`config.mk`:
```
export PLATFORM = sky130hd
export DESIGN_NAME = cla_nibble_serial_adder
export DESIGN_NICKNAME = d
export VERILOG_FILES = /design/src/rtl/cla_nibble_serial_adder.sv
export SDC_FILE = /design/constraint.sdc
export NUM_CORES = 1
export LEC_CHECK = 0
export BUFFER_PORTS_ARGS = -buffer_cell sky130_fd_sc_hd__buf_2
export CORE_MARGIN = 2
export CORE_UTILIZATION = 40
export CTS_CLUSTER_DIAMETER = 120
export CTS_CLUSTER_SIZE = 40
export DETAILED_ROUTE_END_ITERATION = 8
export GPL_ROUTABILITY_DRIVEN = 0
export SLEW_MARGIN = 20
export SYNTH_ARGS = -nofsm -noshare
export SYNTH_HDL_FRONTEND = slang
export SYNTH_SLANG_ARGS = --single-unit
```
`constraint.sdc`:
```
create_clock -name clk -period 2.4 [get_ports clk]
set_input_delay 0.24 -clock clk [delete_from_list [all_inputs] [get_ports clk]]
set_output_delay 0.24 -clock clk [all_outputs]
set_load 0.005 [all_outputs]
```
`src/rtl/cla_nibble_serial_adder.sv`:
```
// Multi-precision adder/subtractor that runs one 4-bit carry look-ahead slice
// across a WIDTH-bit operand pair, one nibble per clock, least-significant first.

module cla4_slice (
  input  logic [3:0] a,
  input  logic [3:0] b,
  input  logic       cin,
  output logic [3:0] s,
  output logic       cout
);

  logic [3:0] g;
  logic [3:0] p;
  logic [4:0] c;

  assign g = a & b;
  assign p = a ^ b;

  // Every carry is expanded from the generate/propagate terms so no carry ripples.
  assign c[0] = cin;
  assign c[1] = g[0] | (p[0] & cin);
  assign c[2] = g[1] | (p[1] & g[0]) | (p[1] & p[0] & cin);
  assign c[3] = g[2] | (p[2] & g[1]) | (p[2] & p[1] & g[0])
              | (p[2] & p[1] & p[0] & cin);
  assign c[4] = g[3] | (p[3] & g[2]) | (p[3] & p[2] & g[1])
              | (p[3] & p[2] & p[1] & g[0]) | (p[3] & p[2] & p[1] & p[0] & cin);

  assign s    = p ^ c[3:0];
  assign cout = c[4];

endmodule

module cla_nibble_serial_adder #(
  parameter int WIDTH = 16
) (
  input  logic             clk,
  input  logic             rst_n,
  input  logic             start,
  input  logic             sub,
  input  logic [WIDTH-1:0] in1,
  input  logic [WIDTH-1:0] in2,
  input  logic             c_in,
  output logic             ready,
  output logic             busy,
  output logic             done,
  output logic [WIDTH-1:0] sum,
  output logic             c_out,
  output logic             overflow
);

  localparam int NIB = WIDTH / 4;
  localparam int CW  = (NIB > 1) ? $clog2(NIB) : 1;
  localparam logic [CW-1:0] LAST = CW'(NIB - 1);

  typedef enum logic [1:0] {
    IDLE,
    RUN,
    DONE
  } state_e;

  state_e           state_q;
  logic [WIDTH-1:0] a_q;
  logic [WIDTH-1:0] b_q;
  logic [WIDTH-1:0] sum_q;
  logic             carry_q;
  logic [CW-1:0]    cnt_q;
  logic             ready_q;
  logic             busy_q;
  logic             done_q;
  logic             c_out_q;
  logic             ovf_q;

  logic [3:0]       slice_a;
  logic [3:0]       slice_b;
  logic [3:0]       slice_s;
  logic             slice_cout;
  logic [CW+1:0]    bit_base;
  logic [CW-1:0]    cnt_d;
  logic [WIDTH-1:0] b_d;
  logic             ovf_d;

  assign bit_base = {cnt_q, 2'b00};
  assign slice_a  = a_q[bit_base +: 4];
  assign slice_b  = b_q[bit_base +: 4];
  assign cnt_d    = cnt_q + CW'(1);
  assign b_d      = sub ? ~in2 : in2;

  // On the last nibble the slice's top sum bit is the final result MSB.
  assign ovf_d = (a_q[WIDTH-1] == b_q[WIDTH-1]) & (slice_s[3] != a_q[WIDTH-1]);

  cla4_slice u_slice (
    .a    (slice_a),
    .b    (slice_b),
    .cin  (carry_q),
    .s    (slice_s),
    .cout (slice_cout)
  );

  always_ff @(posedge clk or negedge rst_n) begin
    if (!rst_n) begin
      state_q <= IDLE;
      a_q     <= '0;
      b_q     <= '0;
      sum_q   <= '0;
      carry_q <= 1'b0;
      cnt_q   <= '0;
      ready_q <= 1'b1;
      busy_q  <= 1'b0;
      done_q  <= 1'b0;
      c_out_q <= 1'b0;
      ovf_q   <= 1'b0;
    end else begin
      case (state_q)
        IDLE: begin
          if (start) begin
            a_q     <= in1;
            b_q     <= b_d;
            carry_q <= sub ? 1'b1 : c_in;
            cnt_q   <= '0;
            sum_q   <= '0;
            c_out_q <= 1'b0;
            ovf_q   <= 1'b0;
            ready_q <= 1'b0;
            busy_q  <= 1'b1;
            state_q <= RUN;
          end
        end
        RUN: begin
          sum_q[bit_base +: 4] <= slice_s;
          carry_q              <= slice_cout;
          // The counter stops at the last nibble rather than wrapping.
          if (cnt_q == LAST) begin
            c_out_q <= slice_cout;
            ovf_q   <= ovf_d;
            busy_q  <= 1'b0;
            done_q  <= 1'b1;
            state_q <= DONE;
          end else begin
            cnt_q <= cnt_d;
          end
        end
        DONE: begin
          done_q  <= 1'b0;
          ready_q <= 1'b1;
          state_q <= IDLE;
        end
        default: begin
          ready_q <= 1'b1;
          busy_q  <= 1'b0;
          done_q  <= 1'b0;
          state_q <= IDLE;
        end
      endcase
    end
  end

  assign ready    = ready_q;
  assign busy     = busy_q;
  assign done     = done_q;
  assign sum      = sum_q;
  assign c_out    = c_out_q;
  assign overflow = ovf_q;

endmodule

```
# Word-level counts from Yosys, hierarchy flattened
# Cells that the tools add are included.
# Widths: inputs -> output; s select.
word_totals:
  regBits: 58
  in_bits: 37
  out_inout_bits: 21
  elab_cells: 93
op_classes:
  n_addsub: 2
  n_eq_ne: 8
  shift: 4
  mux: 24
  n_bitwise: 34
  reduce_logical: 10
ops:
  columns: ["op", "count"]
  rows:
  - ["$mux 16", 2]
  - ["$pmux 16 s2", 1]
  - ["$shiftx 16x5->4", 2]
  - ["$and 1x1->1", 17]
  - ["$bwmux 16", 1]
  - ["$not 16->16", 1]
  - ["$shift 4x6->16 const A", 1]
  - ["$shiftx 4x6->16", 1]
  - ["$or 1x1->1", 10]
  - ["$pmux 1 s2", 5]
  - ["$reduce_and 2->1", 5]
  - ["$reduce_and 3->1", 3]
  - ["$mux 1", 8]
  - ["$mux 2", 4]
  - ["$pmux 2 s2", 2]
  - ["$xor 4x4->4", 2]
  - ["$ne 2x2->1 const B", 3]
  - ["$neg 4->6", 1]
  - ["$and 4x4->4", 1]
  - ["$eq 2x2->1 const B", 2]
  - ["$not 1->1", 3]
  - ["$pmux 1 s3", 1]
  - ["$add 2x1->2 const B", 1]
  - ["$eq 2x1->1 const B", 1]
  - ["other kinds (4)", 4]

# Depth between registers and ports, before layout
# Gate-level depths: netlist of run 1.
depth:
  word_depth: 11
  depth_mapped: 7
  ltp_nobuf: 6

# Modules after synthesis
# Synthesis of run 1 repeated with hierarchy kept, for this count alone.
hier_totals:
  hier_cells: 230
  area_unflattened_um2: 2897.8
modules_own_cells:
  columns: ["module", "n_inst", "cells_each", "area_each_um2", "seq_area_each_um2"]
  rows:
  - ["cla_nibble_serial_adder", 1, 213, 2750.1, 1452.6]
  - ["cla4_slice", 1, 17, 147.6, 0.0]

# Worst setup path before layout of run 1
# OpenSTA, ideal clock, no wires.
synth_timing:
  path_type: "reg2reg"
  startpoint: "reg cnt_q[0]"
  endpoint: "reg ovf_q (netlist: overflow)"
  setup_time_ns: 0.126
  arrival_ns: 2.382
  required_time_ns: 2.274
  path_slack_ns: -0.108
  path_stages_with_launch: 8
  path_buffers: 1
  period_less_slack_ns: 2.508
  path_cell_list: "dfrtp_1 > buf_4 > mux4_2 > ha_1 > a21oi_1 > o211ai_1 > and4b_1 > a221o_1"
synth_between:
  elab_chain_len: 11
  word_cells_on_any_way: 20
  classes_between: "3 x eq/ne; 2 x shift; 2 x mux; 12 x bitwise; 1 x reduce/logical"
synth_lines:
  columns: ["item", "line", "rtl"]
  rows:
  - ["start, declared", "66", "logic [CW-1:0] cnt_q;"]
  - ["start signal, assigned", "139", "cnt_q <= cnt_d;"]
  - ["$shiftx 16x5->4 (on tied branches)", "83, 84", null]
  - ["$xor 4x4->4 or $and 4x4->4 (tied branches)", "17, 16", null]
  - ["$and 1x1->1 (on tied branches)", "23, 24", null]
  - ["$or 1x1->1, or another cell as far along", "23", "assign c[3] = g[2] | (p[2] & g[1]) | (p[2] & p[1] & g[0])"]
  - ["$or 1x1->1 or $and 1x1->1 (tied branches)", "23, 24", null]
  - ["$or 1x1->1", "24", "| (p[2] & p[1] & p[0] & cin);"]
  - ["$xor 4x4->4", "28", "assign s = p ^ c[3:0];"]
  - ["$ne 1x1->1", "89", "assign ovf_d = (a_q[WIDTH-1] == b_q[WIDTH-1]) & (slice_s[3] != a_q[WIDTH-1]);"]
  - ["$and 1x1->1", "89", null]
  - ["$mux 1", "132", "if (cnt_q == LAST) begin"]
  - ["$pmux 1 s2", "113", "case (state_q)"]
  - ["end signal, assigned", "134", "ovf_q <= ovf_d;"]
  - ["end, declared", "71", "logic ovf_q;"]
# Parallel ways exist; a longest one is shown, timed or not. The select of a mux whose other input is x is not followed.
# A chain may end at the register's enable or synchronous reset.

# Final worst setup path of run 1
# Same ends and word-level chain as after synthesis.

==> results.json, run 1 <==
{
  "status": "complete, no violations",
  "die_area_mm2": 0.00776,
  "grt_pass1_wl_um": 9960,
  "worstMarginPinSlew_ps": 502,
  "power_density_mw_per_mm2": 1620,
  "cts.sinks": 58,
  "holdWs_ps": 123,
  "p_int_mw": 3.51,
  "synth_top_area_share_pct": 50.4,
  "cp-end-kind": "flip-flop",
  "yosysTopAreaCell": "dfrtp_1",
  "num_io_pins": 58,
  "swShare_pct": 38.9,
  "timing.fmax_mhz": 427,
  "final_util_pct": 52.0,
  "maxSlewHeadroom_pct": 66.5,
  "async_flop_share_pct": 100,
  "routed_wl_um": 5980,
  "coreArea_mm2": 0.00683,
  "cp.required_ps": 2620,
  "total_leakage_power_nw": 1.64,
  "yosysSeqAreaShare_pct": 51.3,
  "cts_root_buffer": "clkbuf_8",
  "synthTopCellsByCount": "57 x dfrtp_1, 19 x a21oi_1, 18 x nor2_1",
  "viasPerCell": 5.02,
  "avgSynthCellArea_um2": 12.5,
  "clockBufferDepth": 2,
  "synth_most_common_cell": "dfrtp_1",
  "slew_viol_final": 0,
  "tritoncts": "built",
  "crit_fanout": 5,
  "ys.flop_type": "dfrtp_1",
  "syn_to_final_growth_pct": 25.5,
  "fin_crit_sh_pct": 97.6,
  "setup_viol": 0,
  "synth_edf_count": 0,
  "synthCells": 227,
  "clock_latency_ps": 330,
  "cp-start-kind": "flip-flop",
  "hpwl_um": 4280,
  "fin_nets": 347,
  "port-buffer-count": 57,
  "diodes": 0,
  "path_class": "flip-flop to flip-flop",
  "drive_above_1_share_pct": 40.8,
  "drt_pass1_iterations": 4,
  "cts_htree_levels": 3,
  "synth_nets": 274,
  "yosys_warnings": 0,
  "peakVddDrop_v": 0.000885,
  "antenna_found_initial": 0,
  "maxCapViolCount": 0,
  "antenna_left": 0,
  "ys_types": 40,
  "p_sw_mw": 2.23,
  "die_h_um": 88.1,
  "first_iter_violations": 52,
  "pwr-share-clk_pct": 13.8,
  "track_usage_pct": 17.0,
  "synth.area.top_cells": "dfrtp_1 50%, mux4_2 6.4%, mux2_2 6.0%",
  "grt_remaining_overflow": 0,
  "fin_skew_ps": 4.62,
  "rows": 30,
  "path_clk_slew_ps": 60,
  "layout_min_cycle_time_ps": 2340,
  "ys_ff_latch": 58,
  "seqPwrFrac_pct": 29.9,
  "cp_data_arrival_time_ps": 2560,
  "p_comb_share_pct": 56.3,
  "vias": 2007,
  "die_w_um": 88.1,
  "routedWlPerCell_um": 15.0,
  "cts_buffers": 9,
  "post-route-drc-count": 0,
  "finalHoldViolCount": 0,
  "grt_pass1_vias": 2065,
  "p_total_mw": 5.75,
  "hp-class": "input pin to flip-flop",
  "rsz0062_at_grt": "true",
  "grt_max_degree": 38,
  "netlist_area_mm2": 0.00283,
  "initial_core_util_pct": 41.4
}
==> cells by family (layout without fill, tap and decap cells) <==
| kind of cell | Yosys count | count (layout) | share of synthesized area, % |
|---|---|---|---|
| buffers and inverters | 16 | 93 | 2.92 |
| adder cells (fa/ha/maj) | 10 | 10 | 4.69 |
| AO/OA/AOI/OAI | 53 | 53 | 12.7 |
| AND/OR/NAND/NOR | 47 | 47 | 9.73 |
| XOR/XNOR | 18 | 18 | 5.57 |
| multiplexers | 25 | 25 | 13.1 |
| flip-flops | 58 | 58 | 51.3 |
==> layout by cell type (no fill, tap or decap), types with 2 or more instances in the layout <==
cell type | synthesis | layout
dfrtp_2 | 0 | 2
nand2b_1 | 3 | 3
xnor2_1 | 17 | 16
a22o_1 | 17 | 17
clkinv_2 | 0 | 3
a21o_1 | 5 | 5
a21oi_1 | 19 | 19
o21ai_0 | 4 | 3
mux2_2 | 15 | 15
inv_1 | 5 | 5
nand2_1 | 11 | 11
nor2b_1 | 2 | 2
o22ai_1 | 2 | 2
mux4_2 | 8 | 8
nor2_1 | 18 | 18
nand3_1 | 3 | 2
dfrtp_1 | 57 | 55
buf_2 | 6 | 57
ha_4 | 0 | 4
clkbuf_8 | 0 | 11
o21ai_1 | 1 | 2
buf_4 | 4 | 13
ha_1 | 9 | 5
==> sequential cells by signal (all words and copies together), names as in the netlist, 2 cells and up <==
register  count
a_q          16
b_q          16
cnt_q         2
state_q       2
sum          16
==> critical path, stage by stage, from the launching register on <==
cell and delay, ps:
dfrtp_2 380, buf_6 130, mux4_2 550, ha_4 310
nand3_2 70, o211ai_1 290, and4b_1 240, a221o_1 260
==> area by class of cell <==
type,count,area [µm²]
clock buffers,12,155
clock inverters,3,15.0
fillers,652,3280
inverters,5,18.8
multi-input cells,153,1360
flip-flops and latches,58,1460
well taps,96,120
repair buffers,73,424
==> routing by layer <==
metal	global-route usage [%]	part of all wire, %
met5	0	0
met4	5.37	1.5
met2	29.1	50
met3	4.05	4.5
met1	21.3	44
==> power by group through the flow <==
| stage | sequential, mW | combinational [mW] | clock [mW] |
|---|---|---|---|
| after floorplan | 1.61 | 1.91 | 0 |
| after CTS | 1.72 | 2.83 | 0.805 |
| after global placement | 1.77 | 2.67 | 0 |
| after global routing | 1.78 | 3.59 | 0.851 |
| after detailed placement | 1.78 | 2.74 | 0 |
| final | 1.72 | 3.24 | 0.792 |
==> worst paths after layout <==
kind	cells past startpoint	endpoint	from	slack, ps
hold / removal	2	a_q[14]	in1[14]	120
setup reg to reg	7	overflow	cnt_q[0]	60
min in group asynchronous	2	sum[1]	rst_n	410
max in group asynchronous	3	b_q[2]	rst_n	1430
setup / recovery	7	overflow	cnt_q[0]	60
hold reg to reg	1	sum[1]	sum[1]	500
==> per-stage QoR <==
stage | setup slack, ps | setup TNS, ps | instance area [µm²] | instances
after floorplan | 20.8 | 0 | 2840 | 227
after global placement | 0.512 | 0 | 3270 | 379
after detailed placement | -52.9 | -214 | 3270 | 379
after CTS | 1.04 | 0 | 3470 | 398
after global routing | -36.8 | -49.3 | 3550 | 400
final | 58.3 | 0 | 3550 | 400
==> repair_timing <==
action	in CTS	in global routing
endpoints found under the setup margin	5	10
hold endpoints to repair	20	0
pin swaps	0	4
buffers inserted	3	2
gates resized for setup	0	9
hold buffers	1	0
(Power assumes the default switching activity.)
==> inputs of run 2 (changes only) <==
==> constraint.sdc (replaced) <==
create_clock -name clk -period 2.1 [get_ports clk]
set_input_delay 0.21 -clock clk [delete_from_list [all_inputs] [get_ports clk]]
set_output_delay 0.21 -clock clk [all_outputs]
set_load 0.005 [all_outputs]
==> results.json, run 2 (synthesis results as in run 1) <==
{
  "hp-start": "in1[14]",
  "first_iter_violations": 40,
  "cp_data_arrival_time_ps": 2570,
  "die_w_um": 88.1,
  "num_io_pins": 58,
  "antenna_left": 0,
  "syn_to_final_growth_pct": 33.0,
  "rows": 30,
  "maxCapViolCount": 0,
  "maxSlewHeadroom_pct": 69.7,
  "fill_cells": 610,
  "power_density_mw_per_mm2": 1980,
  "setup_viol": 19,
  "hp-class": "input pin to flip-flop",
  "cp.required_ps": 2330,
  "cts.sinks": 58,
  "finalHoldViolCount": 0,
  "total_leakage_power_nw": 1.73,
  "rr_startpoint": "cnt_q[0]",
  "r2r_setup_slack_ps": -250,
  "drt_pass1_iterations": 5,
  "post-route-drc-count": 0,
  "cp-start-kind": "flip-flop",
  "cts_root_buffer": "clkbuf_8",
  "layout_min_cycle_time_ps": 2350,
  "diodes": 0,
  "coreArea_mm2": 0.00683,
  "die_h_um": 88.1,
  "grt_remaining_overflow": 0,
  "path_class": "flip-flop to flip-flop",
  "crit_start": "cnt_q[0]",
  "violations": "setup timing",
  "cts_htree_levels": 3,
  "final_common_cell": "buf_2",
  "tritoncts": "built",
  "initial_core_util_pct": 41.4,
  "min_path_cells": 2,
  "clock_latency_ps": 340,
  "grt_max_degree": 51,
  "peakVddDrop_v": 0.000871,
  "track_usage_pct": 17.5,
  "place_area_mm2": 0.00341,
  "clockBufferDepth": 2,
  "routed_wl_um": 6100,
  "cp-end-kind": "flip-flop",
  "final_util_pct": 55.1,
  "rsz0062_at_grt": "true",
  "fin_nets": 355,
  "fin_skew_ps": 8.66,
  "timing.fmax_mhz": 426,
  "fin_area_mm2": 0.00376,
  "worstMarginPinSlew_ps": 455,
  "grt_pass1_wl_um": 10100,
  "drive_above_1_share_pct": 46.0,
  "crit_fanout": 5,
  "viasPerCell": 5.00,
  "vias": 2044,
  "worst_r2r_path_depth": 9,
  "die_area_mm2": 0.00776,
  "port-buffer-count": 57,
  "grt_pass1_vias": 2076,
  "hpwl_um": 4410,
  "status": "finished, violations left",
  "hold_end": "a_q[14]",
  "fin_ws_ps": -248,
  "path_clk_slew_ps": 70,
  "mostFrequentLayoutCells": "57 x buf_2, 56 x dfrtp_1, 18 x nor2_1, 17 x a22o_1, 17 x a21oi_1",
  "slew_viol_final": 0,
  "r2r_end": "overflow",
  "antenna_found_initial": 0,
  "cts_buffers": 9,
  "routedWlPerCell_um": 14.9,
  "fin_crit_sh_pct": 112,
  "holdWs_ps": 84.0
}
## run 2: cell count changes in the layout (fill, tap and decap cells not counted), moves of 2 or more
cell       previous run  this run
bufinv_16             0         2
o21ai_2               0         2
o21ai_0               3         1
a21oi_1              19        17
buf_6                 1         5
clkinv_2              3         1
a21oi_2               0         2
buf_4                13        15
## run 2: worst max path at each step
stage | endpoint | cells past startpoint
floorplan | overflow | 7
global placement | overflow | 6
detailed placement | overflow | 6
CTS | overflow | 7
global route | overflow | 9
finish | overflow | 9
## run 2: metrics by stage
step	setup slack, ps	setup TNS, ps	power, mW	std cells
CTS	-209	-1480	7.10	408
detailed placement	-319	-3850	5.69	389
finish	-248	-1990	7.46	409
global route	-318	-3330	8.02	409
floorplan	-234	-1000	4.28	227
global placement	-252	-3180	5.60	389
## run 2: repair_timing
action / 4_1_cts / 5_1_grt
endpoints found under the setup margin: 19 / 19
endpoints found under the hold margin: 16 / 0
pin swaps: 9 / 11
hold buffers: 1 / 0
setup buffers: 4 / 3
gates resized for setup: 9 / 13
## run 2: per-layer routing
metal / up-vias / GRT usage [%] / wire length (µm)
li1: 982 / - / -
met1: 989 / 22.0 / 2660
met2: 64 / 29.7 / 3030
met3: 9 / 5.18 / 345
met4: 0 / 4.96 / 59
met5: - / 0 / 0
## run 2: report_power, final
| part | internal, mW | switching [mW] | total [mW] |
|---|---|---|---|
| sequential | 1.60 | 0.317 | 1.92 |
| clock | 0.763 | 0.439 | 1.20 |
| combinational | 2.33 | 2.01 | 4.34 |
| total | 4.69 | 2.77 | 7.46 |
## run 2: final cells by class
class | count | area, µm² | share of cell area (%)
tap | 96 | 120 | 3.19
timing repair buffer | 81 | 519 | 13.8
multi-input combinational | 153 | 1410 | 37.6
inverter | 5 | 18.8 | 0.499
clock buffer | 12 | 165 | 4.39
clock inverter | 4 | 72.6 | 1.93
sequential | 58 | 1450 | 38.6
## run 2: critical path, stage by stage (launching register included)
cell      delay [ps]
dfrtp_2          390
buf_8            140
mux4_2           540
ha_4             270
buf_6            110
nand2_2           40
o211ai_1         120
buf_4            170
nand2b_4         130
a221o_1          320
==> inputs of run 3 (changes only) <==
--- a/config.mk
+++ b/config.mk
@@ -9,7 +9,7 @@
 export CORE_MARGIN = 2
 export CORE_UTILIZATION = 40
 export CTS_CLUSTER_DIAMETER = 120
-export CTS_CLUSTER_SIZE = 40
+export CTS_CLUSTER_SIZE = 16
 export DETAILED_ROUTE_END_ITERATION = 8
 export GPL_ROUTABILITY_DRIVEN = 0
 export SLEW_MARGIN = 20
==> constraint.sdc (replaced) <==
create_clock -name clk -period 2.1 [get_ports clk]
set_input_delay 0.105 -clock clk [delete_from_list [all_inputs] [get_ports clk]]
set_output_delay 0.105 -clock clk [all_outputs]
set_load 0.005 [all_outputs]
==> results.json, run 3 (synthesis results as in run 1) <==
{
  "crit_fanout": 3,
  "seq_area_mm2": 0.00145,
  "fin_crit_sh_pct": 109,
  "cp-end-kind": "flip-flop",
  "critPathMaxStageDelay_ps": 560,
  "routed_wl_um": 6020,
  "met3_length_um": 260,
  "grt_pass1_vias": 2110,
  "final_util_pct": 56.8,
  "worstSetupEndpoint": "overflow",
  "antenna_found_initial": 0,
  "num_io_pins": 58,
  "fill_cells": 634,
  "hpwl_um": 4320,
  "top_layer": "met4",
  "clockBufferDepth": 2,
  "viasPerCell": 4.85,
  "cts_htree_levels": 3,
  "hp-class": "input pin to flip-flop",
  "port-buffer-count": 57,
  "clock_latency_ps": 340,
  "timing.fmax_mhz": 438,
  "grt_remaining_overflow": 0,
  "critPathSlowestCell": "mux4_2",
  "crit_cells": 7,
  "cts.sinks": 58,
  "finalHoldViolCount": 0,
  "rows": 30,
  "layout_min_cycle_time_ps": 2280,
  "routedWlPerCell_um": 14.3,
  "r2r_setup_slack_ps": -180,
  "path_clk_slew_ps": 60,
  "fin_skew_ps": 7.29,
  "coreArea_mm2": 0.00683,
  "rsz0062_at_grt": "true",
  "multi_input_area_mm2": 0.00142,
  "cts_root_buffer": "clkbuf_8",
  "fin_ws_ps": -184,
  "wl_met1_um": 2680,
  "worstMarginPinSlew_ps": 451,
  "syn_to_final_growth_pct": 37.2,
  "rr_startpoint": "cnt_q[0]",
  "total_leakage_power_nw": 1.77,
  "first_iter_violations": 79,
  "peakVddDrop_v": 0.000754,
  "tns_ps": -790,
  "die_h_um": 88.1,
  "vias": 2047,
  "fin_nets": 368,
  "dp_slack_ps": -316,
  "final_common_cell": "buf_2",
  "drt_pass1_iterations": 4,
  "holdWs_ps": 11.7,
  "initial_core_util_pct": 41.4,
  "track_usage_pct": 17.2,
  "tritoncts": "built",
  "post-route-drc-count": 0,
  "slew_viol_final": 0,
  "crit_start": "cnt_q[0]",
  "p_total_mw": 7.15,
  "dr_wl_met2_um": 2970,
  "power_density_mw_per_mm2": 1840,
  "die_area_mm2": 0.00776,
  "grt_max_degree": 51,
  "status": "finished, violations left",
  "cts_buffers": 9,
  "maxCapViolCount": 0,
  "cp-start-kind": "flip-flop",
  "worst_r2r_path_depth": 7,
  "crit_family": "multiplexers",
  "r2r_end": "overflow",
  "die_w_um": 88.1,
  "diodes": 0,
  "maxSlewHeadroom_pct": 69.8,
  "crit_chain": "buf_6 > mux4_2 > ha_4 > a21oi_2 > o211ai_1 > and4b_1 > a221o_1",
  "violations": "setup timing",
  "antenna_left": 0,
  "drive_above_1_share_pct": 43.3,
  "path_class": "flip-flop to flip-flop",
  "crit_buf_inv": 1,
  "grt_pass1_wl_um": 9990,
  "mostFrequentLayoutCells": "57 x buf_2, 56 x dfrtp_1, 18 x nor2_1, 17 x a22o_1, 17 x a21oi_1",
  "cp_data_arrival_time_ps": 2510,
  "setup_viol": 9,
  "cp.required_ps": 2320
}
-- run 3: what timing repair did --
action                                 in CTS  in global routing
hold buffers                               16                  0
setup endpoints to repair                  19                 15
endpoints found under the hold margin      72                  0
pin swaps                                  10                  0
resized for setup                          15                  3
buffers inserted                            4                  0
-- run 3: worst min path at each step --
stage	from	cells past startpoint	slack, ps	to
floorplan	rst_n	0	-190	a_q[0]
global placement	rst_n	2	140	state_q[0]
detailed placement	rst_n	2	150	state_q[0]
global route	in1[4]	2	3	a_q[4]
CTS	in1[4]	2	2	a_q[4]
finish	in1[4]	2	10	a_q[4]
-- run 3: worst register-to-register path: cells and delay by family (launching register included) --
kind / cells / cell delay (ps)
adders and majority gates: 1 / 320
muxes: 1 / 570
buffers and inverters: 1 / 120
DFF: 1 / 400
and+or+nand+nor: 1 / 230
AOI/OAI and AO/OA: 3 / 550
-- run 3: layout make-up --
type | count | area share (%)
multi-input combinational | 153 | 36.5
tap | 96 | 3.09
sequential | 58 | 37.4
inverter | 5 | 0.483
timing repair buffer | 94 | 16.8
clock buffer | 11 | 3.64
clock inverter | 5 | 2.00
-- run 3: per-stage QoR --
stage	area (µm²)	cells
after floorplan	2890	227
after global placement	3410	389
after detailed placement	3410	389
after CTS	3870	422
after global routing	3880	422
final	3880	422
-- run 3: layer usage --
layer / vias up / global-route usage, %
met5: - / 0
met4: 0 / 5.92
met3: 10 / 5.37
met2: 47 / 28.7
met1: 986 / 21.4
li1: 1004 / -
-- run 3: report_power, final --
part	total, mW	internal [mW]	switching, mW
logic	4.10	2.18	1.93
registers	1.92	1.60	0.321
clock network	1.13	0.696	0.431
